--- src/rtl/icache_pkg.sv ---
`timescale 1ns/1ps
`default_nettype none
// +----------------------------------------------------------------------+
// | Module      : icache_pkg                                             |
// | Description : Shared types and line geometry for the instruction     |
// |               cache refill path (state encoding, beat/line sizes).   |
// | Revision    : 1.0 - initial release                                  |
// +----------------------------------------------------------------------+
package icache_pkg;

    // Refill controller states, explicitly 2 bits wide.
    typedef enum logic [1:0] {
        IDLE = 2'd0,
        FILL = 2'd1,
        DONE = 2'd2
    } refill_state_t;

    localparam int LINE_BYTES     = 64;
    localparam int BEAT_BITS      = 64;
    localparam int BEATS_PER_LINE = 8;
    localparam int LINE_BITS      = 512;
    localparam int BEAT_IDX_BITS  = $clog2(BEATS_PER_LINE);
    localparam int OFFSET_BITS    = $clog2(LINE_BYTES);

endpackage : icache_pkg
`default_nettype wire

--- src/rtl/icache_refill_ctrl_line_buf.sv ---
`timescale 1ns/1ps
`default_nettype none
// +----------------------------------------------------------------------+
// | Module      : refill_line_buf                                        |
// | Description : Beat-indexed line assembly register. Each enabled      |
// |               cycle writes one 64-bit beat into slot i_idx; the whole|
// |               line is presented flat (beat b at [64b+:64]).          |
// | Ports       : clk     - clock                                        |
// |               i_we    - beat write enable                            |
// |               i_idx   - beat slot index                              |
// |               i_beat  - 64-bit beat data                             |
// |               o_line  - assembled 512-bit line                       |
// | Revision    : 1.0 - initial release                                  |
// +----------------------------------------------------------------------+
module refill_line_buf
    import icache_pkg::*;
(
    input  logic                     clk,
    input  logic                     i_we,
    input  logic [BEAT_IDX_BITS-1:0] i_idx,
    input  logic [BEAT_BITS-1:0]     i_beat,
    output logic [LINE_BITS-1:0]     o_line
);

    // No reset: a stale or partial line is never written to the arrays,
    // so clearing it would only cost flops.
    for (genvar b = 0; b < BEATS_PER_LINE; b++) begin : g_beat
        logic [BEAT_BITS-1:0] r_beat;

        always_ff @(posedge clk) begin
            if (i_we && (i_idx == BEAT_IDX_BITS'(b))) begin
                r_beat <= i_beat;
            end
        end

        assign o_line[b*BEAT_BITS +: BEAT_BITS] = r_beat;
    end

endmodule : refill_line_buf
`default_nettype wire

--- src/rtl/icache_refill_ctrl.sv ---
`timescale 1ns/1ps
`default_nettype none
// +----------------------------------------------------------------------+
// | Module      : icache_refill_ctrl                                     |
// | Description : Instruction-cache refill controller. On a lookup miss  |
// |               it pulls cache_hit_o low to start a block fill, counts |
// |               eight 64-bit reply beats into a line buffer, then      |
// |               writes line, tag and valid in one DONE cycle.          |
// | Ports       : clk_i, reset_i        - clock, sync active-high reset  |
// |               req_valid_i/addr_i    - fetch request                  |
// |               lookup_hit_i          - tag compare result             |
// |               rep_ready_i/word_i    - memory reply beat              |
// |               cache_hit_o           - to memory; low = fill request  |
// |               stall_o               - fetch stall                    |
// |               fill_we_o/set_o/tag_o/line_o - cache array write port  |
// | Revision    : 1.0 - initial release                                  |
// +----------------------------------------------------------------------+
module icache_refill_ctrl
    import icache_pkg::*;
#(
    parameter  int NUM_SETS = 32,
    localparam int SET_BITS = $clog2(NUM_SETS),
    localparam int TAG_BITS = 26 - SET_BITS
)(
    input  logic                 clk_i,
    input  logic                 reset_i,
    input  logic                 req_valid_i,
    input  logic [31:0]          req_addr_i,
    input  logic                 lookup_hit_i,
    input  logic                 rep_ready_i,
    input  logic [63:0]          rep_word_i,
    output logic                 cache_hit_o,
    output logic                 stall_o,
    output logic                 fill_we_o,
    output logic [SET_BITS-1:0]  fill_set_o,
    output logic [TAG_BITS-1:0]  fill_tag_o,
    output logic [LINE_BITS-1:0] fill_line_o
);

    localparam int c_BLK_BITS = 32 - OFFSET_BITS;

    refill_state_t             r_state;
    logic [BEAT_IDX_BITS-1:0]  r_beat_cnt;
    logic                      r_fill_we;
    logic [c_BLK_BITS-1:0]     r_blk_addr;   // miss address without line offset

    logic w_miss;
    logic w_capture;
    logic w_cache_hit;
    logic w_unused_offset;

    // The byte offset within the line never matters for a block fill.
    assign w_unused_offset = ^req_addr_i[OFFSET_BITS-1:0];

    assign w_miss    = (r_state == IDLE) && req_valid_i && !lookup_hit_i;
    assign w_capture = (r_state == FILL) && rep_ready_i && !reset_i;

    // Control state: beat counter and DONE strobe are registered together
    // with the state so fill_we_o is high exactly while in DONE.
    always_ff @(posedge clk_i) begin
        if (reset_i) begin
            r_state    <= IDLE;
            r_beat_cnt <= '0;
            r_fill_we  <= 1'b0;
        end else begin
            r_fill_we <= 1'b0;
            case (r_state)
                IDLE: begin
                    if (w_miss) begin
                        r_beat_cnt <= '0;
                        r_state    <= FILL;
                    end
                end
                FILL: begin
                    if (rep_ready_i) begin
                        r_beat_cnt <= r_beat_cnt + 1'b1;
                        if (r_beat_cnt == BEAT_IDX_BITS'(BEATS_PER_LINE - 1)) begin
                            r_state   <= DONE;
                            r_fill_we <= 1'b1;
                        end
                    end
                end
                DONE: begin
                    // The responder sees cache_hit_o high here and goes
                    // idle, so whatever it still shows is ignored.
                    r_state <= IDLE;
                end
                default: begin
                    r_state <= IDLE;
                end
            endcase
        end
    end

    // Miss address latch; deliberately not reset. Only the block address
    // is kept, so later changes on req_addr_i cannot disturb the fill.
    always_ff @(posedge clk_i) begin
        if (w_miss && !reset_i) begin
            r_blk_addr <= req_addr_i[31:OFFSET_BITS];
        end
    end

    refill_line_buf u_line_buf (
        .clk    (clk_i),
        .i_we   (w_capture),
        .i_idx  (r_beat_cnt),
        .i_beat (rep_word_i),
        .o_line (fill_line_o)
    );

    // Memory-facing hit line: low asks for (or continues) a block fill.
    always_comb begin
        w_cache_hit = 1'b1;
        case (r_state)
            IDLE:    w_cache_hit = !req_valid_i || lookup_hit_i;
            FILL:    w_cache_hit = 1'b0;
            DONE:    w_cache_hit = 1'b1;
            default: w_cache_hit = 1'b1;
        endcase
        if (reset_i) begin
            w_cache_hit = 1'b1;
        end
    end

    assign cache_hit_o = w_cache_hit;
    assign stall_o     = !reset_i && req_valid_i && !((r_state == IDLE) && lookup_hit_i);
    assign fill_we_o   = r_fill_we && !reset_i;
    assign fill_set_o  = r_blk_addr[SET_BITS-1:0];
    assign fill_tag_o  = r_blk_addr[c_BLK_BITS-1:SET_BITS];

endmodule : icache_refill_ctrl
`default_nettype wire

--- config.mk ---
export PLATFORM = sky130hd
export DESIGN_NAME = icache_refill_ctrl
export DESIGN_NICKNAME = d
export VERILOG_FILES = /design/src/rtl/icache_pkg.sv /design/src/rtl/icache_refill_ctrl_line_buf.sv /design/src/rtl/icache_refill_ctrl.sv
export SDC_FILE = /design/constraint.sdc
export NUM_CORES = 1
export LEC_CHECK = 0
export ABC_AREA = 1
export BUFFER_PORTS_ARGS = -buffer_cell sky130_fd_sc_hd__buf_2
export CAP_MARGIN = 20
export CORE_AREA = 2 2 247 249
export CTS_BUF_LIST = sky130_fd_sc_hd__clkbuf_8
export CTS_CLUSTER_SIZE = 28
export DETAILED_ROUTE_END_ITERATION = 7
export DIE_AREA = 0 0 249 251
export PLACE_DENSITY = 0.48
export SYNTH_ARGS = -nofsm -noshare
export SYNTH_HDL_FRONTEND = slang
export SYNTH_SLANG_ARGS = --single-unit
--- constraint.sdc ---
create_clock -name clk_i -period 6.3 [get_ports clk_i]
set_input_delay 1.26 -clock clk_i [delete_from_list [all_inputs] [get_ports clk_i]]
set_output_delay 1.26 -clock clk_i [all_outputs]
set_load 0.03 [all_outputs]
==> qor.yml, run 1 <==
yosysTopAreaCellShare_pct: 97.4
synthArstFlopShare_pct: 0
postCtsResizedCells: 0
drt_iter0_drc: 570
fin_area_mm2: 0.0226
power_density_mw_per_mm2: 308
antenna_found_initial: 0
multi_input_area_um2: 292
clk_latency_ns: 0.65
synth_nets: 704
crit_type: "primary input to output port"
grt_max_degree: 65
cp-end-kind: "output port"
finalCriticalPeriod_ns: 3.67
synth.most_common_cell: "edfxtp_1"
clkSlewWorstSetupHoldPaths_ns: 0.05
core_area_mm2: 0.0598
fill_cells: 5596
worst_pin_slew_ns: 0.738
use_met3_pct: 6.03
diodes: 0
area_growth_pct: 36.1
tritoncts: "done"
io_buffers: 635
instances_no_fill: 2188
synthMuxAreaShare_pct: 0
start_kind: "primary input"
synth_top_family_by_area: "simple AND/OR/NAND/NOR gates"
p_leak_nw: 8.57
synth_cell_type_count: 16
cp_max_fo: 27
maxCapViolCount: 0
cp_data_arrival_time_ns: 2.41
worstHoldPathCells: 2
rrSetupSlack_ns: 3.78
drv_slew: 0
outcome: "complete, no violations"
dp_hpwl_um: 30800
ys.flop_type: "edfxtp_1"
synth-xor-area-share_pct: 0
hp-start: "r_beat_cnt[1]"
relSlewSlack_pct: 50.8
hold_viol: 0
postSynthCellCount: 597
hold_buffers: 0
synth.yosys.seq_area_share_pct: 98.2
root_buffer: "clkbuf_8"
postSynthAreaPerCell_um2: 27.8
setup_viol: 0
start_util_pct: 27.7
yosys-top-cells-area: "edfxtp_1, dfxtp_1, ha_1"
post_cts_buffers: 0
overflow: 0
top_usage_layer: "met2"
register_area_mm2: 0.0163
synth_top_area_cell: "edfxtp_1"
post-route-period-util_pct: 58.2
hold_class: "flop to flop"
tns_ns: 0
numCtsBuffers: 88
fmax_mhz: 273
r2r-end: "u_line_buf.g_beat[1].r_beat[16]"
die_h_um: 251
hold_ws_ns: 0.529
first_pass_iters: 4
chipWidth_um: 249
cp.required_ns: 5.04
clk_path_buf_depth: 3
rsz0062_at_grt: "no"
dieArea_mm2: 0.0625
post_drt_wl_per_cell_um: 21.4
post-route-drc-count: 0
cts.htree.levels: 3
place_inst: 2028
vdd_drop_max_v: 0.000160
total_power_mw: 6.95
vias_per_cell: 4.11
synth_compound_area_share_pct: 0.226
synth_area_mm2: 0.0166
core.rowCount: 90
regToRegStartpoint: "r_state[0]"
synth_edf_count: 538
slowest_delay_ns: 0.25
first_global_vias: 9183
yosys-top-cells-count: "edfxtp_1, inv_1, nor2_1"
synthAdderAreaFrac_pct: 0.453
place_congestion: 0.781
hold_path_end: "r_beat_cnt[1]"
fin_nets: 1445
grt_first_pass_wirelength_um: 64800
path_common_cell: "buf_2"
vias: 8988
ys_seq_elements: 544
use_met2_pct: 24.9
cp_cell_sequence: "buf_2, inv_1, nor2_1, nand2_1, nor2_2, buf_4, a21oi_1, buf_2"
yosys.area_share.simple_pct: 0.792
yosysWarnings: 0
gr-usage-all-layers_pct: 14.4
use_met1_pct: 16.2
drive_above_1_share_pct: 54.6
slowest_stage: "buf_2"
dpl_cell_area_mm2: 0.0209
cts.sinks: 544
skew_ns: 0.0319
boundaryPins: 642
wirelength_um: 46900
postRouteAntennaNets: 0
ff2ff_path_depth: 6
## cells by family after synthesis
logic type / after synthesis
AO/OA/AOI/OAI: 7
adder cells (fa/ha/maj): 6
flip-flops: 544
AND/OR/NAND/NOR: 24
buffers and inverters: 16
## critical path: cells and delay by family
| family | cells | cell delay [ns] |
|---|---|---|
| simple gates | 3 | 0.25 |
| compound gates | 1 | 0.24 |
| buf+inv | 4 | 0.66 |
## power by group
| part | switching, mW | internal, mW |
|---|---|---|
| logic | 0.103 | 0.0325 |
| registers | 0.00390 | 3.99 |
| clock network | 1.35 | 1.47 |
| total | 1.46 | 5.50 |
## metrics by stage
| stage | worst slack, ns | util (%) |
|---|---|---|
| after global routing | 2.45 | 37.8 |
| after global placement | 2.56 | 34.9 |
| after floorplan | -0.252 | - |
| after CTS | 2.54 | 37.7 |
| after detailed placement | 2.55 | 34.9 |
| final | 2.63 | 37.8 |
## layer usage
metal	part of all wire (%)	up-vias
met3	9.1	73
met5	0	-
met1	38	4543
li1	-	3902
met2	51	470
met4	2.0	0
## layout by cell type, fill, tap and decap left out, drive strengths merged, types with 3 or more instances in the layout
| cell | n |
|---|---|
| nor3 | 6 |
| inv | 51 |
| buf | 652 |
| ha | 6 |
| nand4 | 3 |
| a21oi | 5 |
| dfxtp | 6 |
| clkinv | 27 |
| nor2 | 9 |
| clkbuf | 91 |
| nand3 | 5 |
| bufinv | 3 |
| edfxtp | 538 |
## area by class of cell
cell class                      instances  share of cell area (%)
Sequential cell                       544                    72.1
Multi-Input combinational cell         37                    1.29
Clock buffer                           91                    5.55
Inverter                               15                   0.249
Tap cell                              782                    4.33
Timing Repair Buffer                  652                    14.8
Clock inverter                         67                    1.72
## worst max-delay path by stage
stage                            from                        endpoint  slack [ns]  depth (start not counted)
final                     req_valid_i                     cache_hit_o        2.63                          8
after global routing      req_valid_i                     cache_hit_o        2.45                          8
after CTS                 req_valid_i                     cache_hit_o        2.54                          8
after detailed placement  req_valid_i                     cache_hit_o        2.55                          8
after global placement    req_valid_i                     cache_hit_o        2.56                          8
after floorplan               reset_i  u_line_buf.g_beat[0].r_beat[0]       -0.25                          4
## flip-flops by register name, summed over array words and instances, names as in the netlist
| register | cells |
|---|---|
| u_line_buf.g_beat.r_beat | 512 |
| r_blk_addr | 26 |
| r_beat_cnt | 3 |
| r_state | 2 |
| r_fill_we | 1 |
(Power assumes the default switching activity.)
==> run 2: changes to the inputs <==
Settings changed: CORE_AREA 2 2 247 249 to 2 2 248 250, DIE_AREA 0 0 249 251 to 0 0 250 252, PLACE_DENSITY 0.48 to 0.46.
Clock period 6.3 ns to 3.7 ns, I/O delays scaled along.
==> run 2 against run 1 <==
Compared with the run above:
- clock power rose by 73%
- hold slack got worse by 0.27 ns
- count of clock-buffer cells in the layout rose by 1
- die area rose by 0.80%
- clock skew fell by 0.011 ns
- final area rose by 0.33%
- critical path type is now flop to output port
==> qor.yml, run 2 (synthesized netlist as in run 1, its figures left out) <==
use_met3_pct: 5.88
antenna_found_initial: 0
grt_first_pass_wirelength_um: 64400
hold_class: "primary input to flop"
vias: 8983
setup_ws_ns: 1.13
most-common-layout-cells: "buf_2, edfxtp_1, clkbuf_8, inv_1, clkinv_2"
clk_path_buf_depth: 3
use_met2_pct: 24.4
p_leak_nw: 8.60
total_power_mw: 11.9
crit_type: "flop to output port"
finalCriticalPeriod_ns: 2.57
postRouteAntennaNets: 0
outcome: "complete, no violations"
place_inst: 2029
post_drt_wl_per_cell_um: 21.2
regToRegStartpoint: "r_beat_cnt[2]"
cp_max_fo: 6
top_register: "u_line_buf.g_beat.r_beat"
fin_nets: 1446
worstHoldPathCells: 1
relSlewSlack_pct: 49.7
core_area_mm2: 0.0601
chipWidth_um: 250
hp-start: "req_addr_i[31]"
post-route-period-util_pct: 69.5
hold_buffers: 0
r2r-end: "u_line_buf.g_beat[5].r_beat[0]"
hold_path_end: "r_blk_addr[25]"
start_util_pct: 27.6
clkSlewWorstSetupHoldPaths_ns: 0.06
cp_data_arrival_time_ns: 1.83
largest_reg_flops: 512
use_met1_pct: 16.0
cp.required_ns: 2.96
tns_ns: 0
start_kind: "flop"
post_cts_buffers: 0
cts.sinks: 544
fmax_mhz: 389
cp-startpoint: "r_state[0]"
dp_slack_ns: 1.15
place_congestion: 0.766
rrSetupSlack_ns: 1.57
area_growth_pct: 36.6
gr-usage-all-layers_pct: 14.2
skew_ns: 0.0207
dp_hpwl_um: 31700
overflow: 0
wirelength_um: 46600
cp-end-kind: "output port"
hold_ws_ns: 0.263
drt_iter0_drc: 478
path_delay_family: "flip-flops"
first_global_vias: 9112
top_usage_layer: "met2"
io_buffers: 635
root_buffer: "clkbuf_8"
reg_top3: "u_line_buf.g_beat.r_beat x512, r_blk_addr x26, r_beat_cnt x3"
postCtsResizedCells: 0
cts.htree.levels: 3
core.rowCount: 90
maxCapViolCount: 0
grt_max_degree: 65
path_buf_inv: 1
boundaryPins: 642
numCtsBuffers: 90
slowest_stage: "dfxtp_1"
ff2ff_path_depth: 3
dieArea_mm2: 0.0630
first_pass_iters: 4
clk_latency_ns: 0.66
cp.depth: 5
power_density_mw_per_mm2: 527
tritoncts: "done"
worst_pin_slew_ns: 0.754
final_common_cell: "buf_2"
slowest_delay_ns: 0.41
vdd_drop_max_v: 0.000286
cp_cell_sequence: "nor2_1, nand2_1, nor2_2, a21oi_1, buf_2"
drv_slew: 0
vias_per_cell: 4.09
drive_above_1_share_pct: 55.5
instances_no_fill: 2196
die_h_um: 252
setup_viol: 0
post-route-drc-count: 0
rsz0062_at_grt: "no"
hold_viol: 0
[run 2: cell count changes in the layout (fill, tap and decap cells not counted), sizes merged]
cell,previous run,this run
clkinvlp,1,3
inv,51,44
buf,652,651
diode,0,4
clkinv,27,36
clkbuf,91,92
[run 2: per-stage QoR]
stage | utilization (%) | instance area [µm²]
5_1_grt | 37.6 | 22600
4_1_cts | 37.6 | 22600
2_1_floorplan | - | 16600
3_5_place_dp | 34.8 | 21000
6_report | 37.7 | 22600
3_3_place_gp | 34.8 | 21000
[run 2: layout make-up]
class	instances	area, µm²
Multi-Input combinational cell	37	329
Clock inverter	71	423
Fill cell	5677	37500
Clock buffer	92	1270
Tap cell	782	978
Antenna cell	4	10.0
Sequential cell	544	16300
Timing Repair Buffer	651	3310
Inverter	15	56.3
[run 2: how the worst max path moves through the flow]
stage | slack, ns | endpoint
finish | 1.13 | cache_hit_o
global route | 0.96 | cache_hit_o
CTS | 1.01 | cache_hit_o
detailed placement | 1.15 | u_line_buf.g_beat[0].r_beat[0]
global placement | 1.18 | u_line_buf.g_beat[5].r_beat[14]
floorplan | -0.62 | u_line_buf.g_beat[3].r_beat[0]
[run 2: report_power, final]
group / switching [mW] / internal [mW]
combinational: 0.175 / 0.0557
clock: 2.34 / 2.55
sequential: 0.00714 / 6.80
total: 2.53 / 9.40
[run 2: per-layer routing]
metal  vias to the layer above  wire, µm
met5                         -         0
met4                         0       863
met3                        65      4340
met2                       464     24100
met1                      4537     17300
li1                       3917         -
==> run 3: changes to the inputs <==
Clock period 3.7 ns to 2.55 ns, I/O delays scaled along.
==> run 3 against run 2 <==
Compared with the run above:
- via count grew 0.73%
- non-clock buffer count up 28
- sequential share of layout area down 1.3 points
- critical path depth did not move
- clock power is 48% higher
- final area grew 1.9%
- critical path type unchanged
- critical endpoint unchanged
==> qor.yml, run 3 (synthesized netlist as in run 1, its figures left out) <==
vdd_drop_max_v: 0.000397
worst_pin_slew_ns: 0.525
fin_nets: 1474
first_pass_iters: 4
cts.sinks: 544
maxCapViolCount: 0
power_density_mw_per_mm2: 757
drt_iter0_drc: 438
relSlewSlack_pct: 64.9
total_power_mw: 17.5
cp_data_arrival_time_ns: 1.80
final_util_pct: 38.4
grt_first_pass_wirelength_um: 64900
tritoncts: "done"
boundaryPins: 642
use_met2_pct: 24.1
overflow: 0
largest_reg_flops: 512
hold_class: "primary input to flop"
top_register: "u_line_buf.g_beat.r_beat"
root_buffer: "clkbuf_8"
first_global_vias: 9208
post_drt_wl_per_cell_um: 21.2
gr-usage-all-layers_pct: 14.3
rsz0062_at_grt: "no"
dp_hpwl_um: 32300
fmax_mhz: 432
core.rowCount: 90
post-route-period-util_pct: 90.7
final_common_cell: "buf_2"
finalCriticalPeriod_ns: 2.31
setup_viol: 0
vias: 9049
use_met1_pct: 16.3
cp.required_ns: 2.04
io_buffers: 635
skew_ns: 0.0194
use_met3_pct: 5.67
hold_viol: 0
die_h_um: 252
instances_no_fill: 2217
postRouteAntennaNets: 0
cts.htree.levels: 3
ff2ff_path_depth: 5
post-route-drc-count: 0
clk_path_buf_depth: 3
postCtsResizedCells: 0
drv_slew: 0
dpl_cell_area_mm2: 0.0211
worstHoldPathCells: 1
place_congestion: 0.750
numCtsBuffers: 90
antenna_found_initial: 0
clkSlewWorstSetupHoldPaths_ns: 0.06
vias_per_cell: 4.08
hold_buffers: 24
top_usage_layer: "met2"
cp_max_fo: 6
post_cts_buffers: 0
drive_above_1_share_pct: 54.6
diodes: 0
reg_top3: "u_line_buf.g_beat.r_beat x512, r_blk_addr x26, r_beat_cnt x3"
area_growth_pct: 39.2
dieArea_mm2: 0.0630
p_leak_nw: 8.75
start_kind: "flop"
place_inst: 2033
grt_max_degree: 40
core_area_mm2: 0.0601
outcome: "complete, no violations"
most-common-layout-cells: "buf_2, edfxtp_1, clkbuf_8, inv_1, dlygate4sd3_1"
wirelength_um: 47100
fin_area_mm2: 0.0231
clk_latency_ns: 0.67
chipWidth_um: 250
cp-end-kind: "output port"
start_util_pct: 27.6
crit_type: "flop to output port"
==> run 3: changes by cell type in the layout (fill, tap and decap cells not counted), moves of 4 or more <==
cell,change
buf_12,+12
dlygate4sd3_1,+24
buf_4,-8
clkinv_2,-5
clkinv_1,+4
inv_1,-4
diode_2,-4
==> run 3: power by group <==
part	internal, mW	switching [mW]	leakage, nW
Sequential	9.86	0.0101	4.89
Combinational	0.107	0.263	2.90
Clock	3.82	3.42	0.962
==> run 3: final timing paths <==
check                                                        to      startpoint  slack (ns)
worst max-delay path                                cache_hit_o      r_state[0]        0.24
worst min register to register                    r_beat_cnt[1]   r_beat_cnt[1]        0.53
worst max register to register  u_line_buf.g_beat[6].r_beat[22]      r_state[0]        0.54
worst min-delay path                             r_blk_addr[11]  req_addr_i[17]        0.11
==> run 3: area by class of cell <==
| cell class | count | area (µm²) |
|---|---|---|
| Sequential cell | 544 | 16300 |
| Timing Repair Buffer | 679 | 3730 |
| Clock inverter | 67 | 429 |
| Tap cell | 782 | 978 |
| Fill cell | 5635 | 37100 |
| Multi-Input combinational cell | 37 | 329 |
| Clock buffer | 93 | 1280 |
| Inverter | 15 | 58.8 |
==> run 3: metal layers <==
metal / vias up / wire (µm)
met5: - / 0
met3: 75 / 4340
met4: 0 / 1050
li1: 3971 / -
met2: 462 / 23600
met1: 4541 / 18000
==> run 3: metrics by stage <==
step / setup WS, ns / hold slack [ns] / TNS, ns
finish: 0.237 / 0.108 / 0
global route: 0.0787 / 0.0367 / 0
CTS: 0.126 / 0.0159 / 0
detailed placement: 0.369 / 0.524 / 0
global placement: 0.356 / 0.519 / 0
floorplan: -0.463 / 0.488 / -187.96
==> run 3: critical path, stage by stage (launching register included) <==
cell,delay (ns)
dfxtp_1,0.42
nor2_1,0.10
nand2_1,0.19
nor2_2,0.06
a21oi_1,0.15
buf_2,0.23
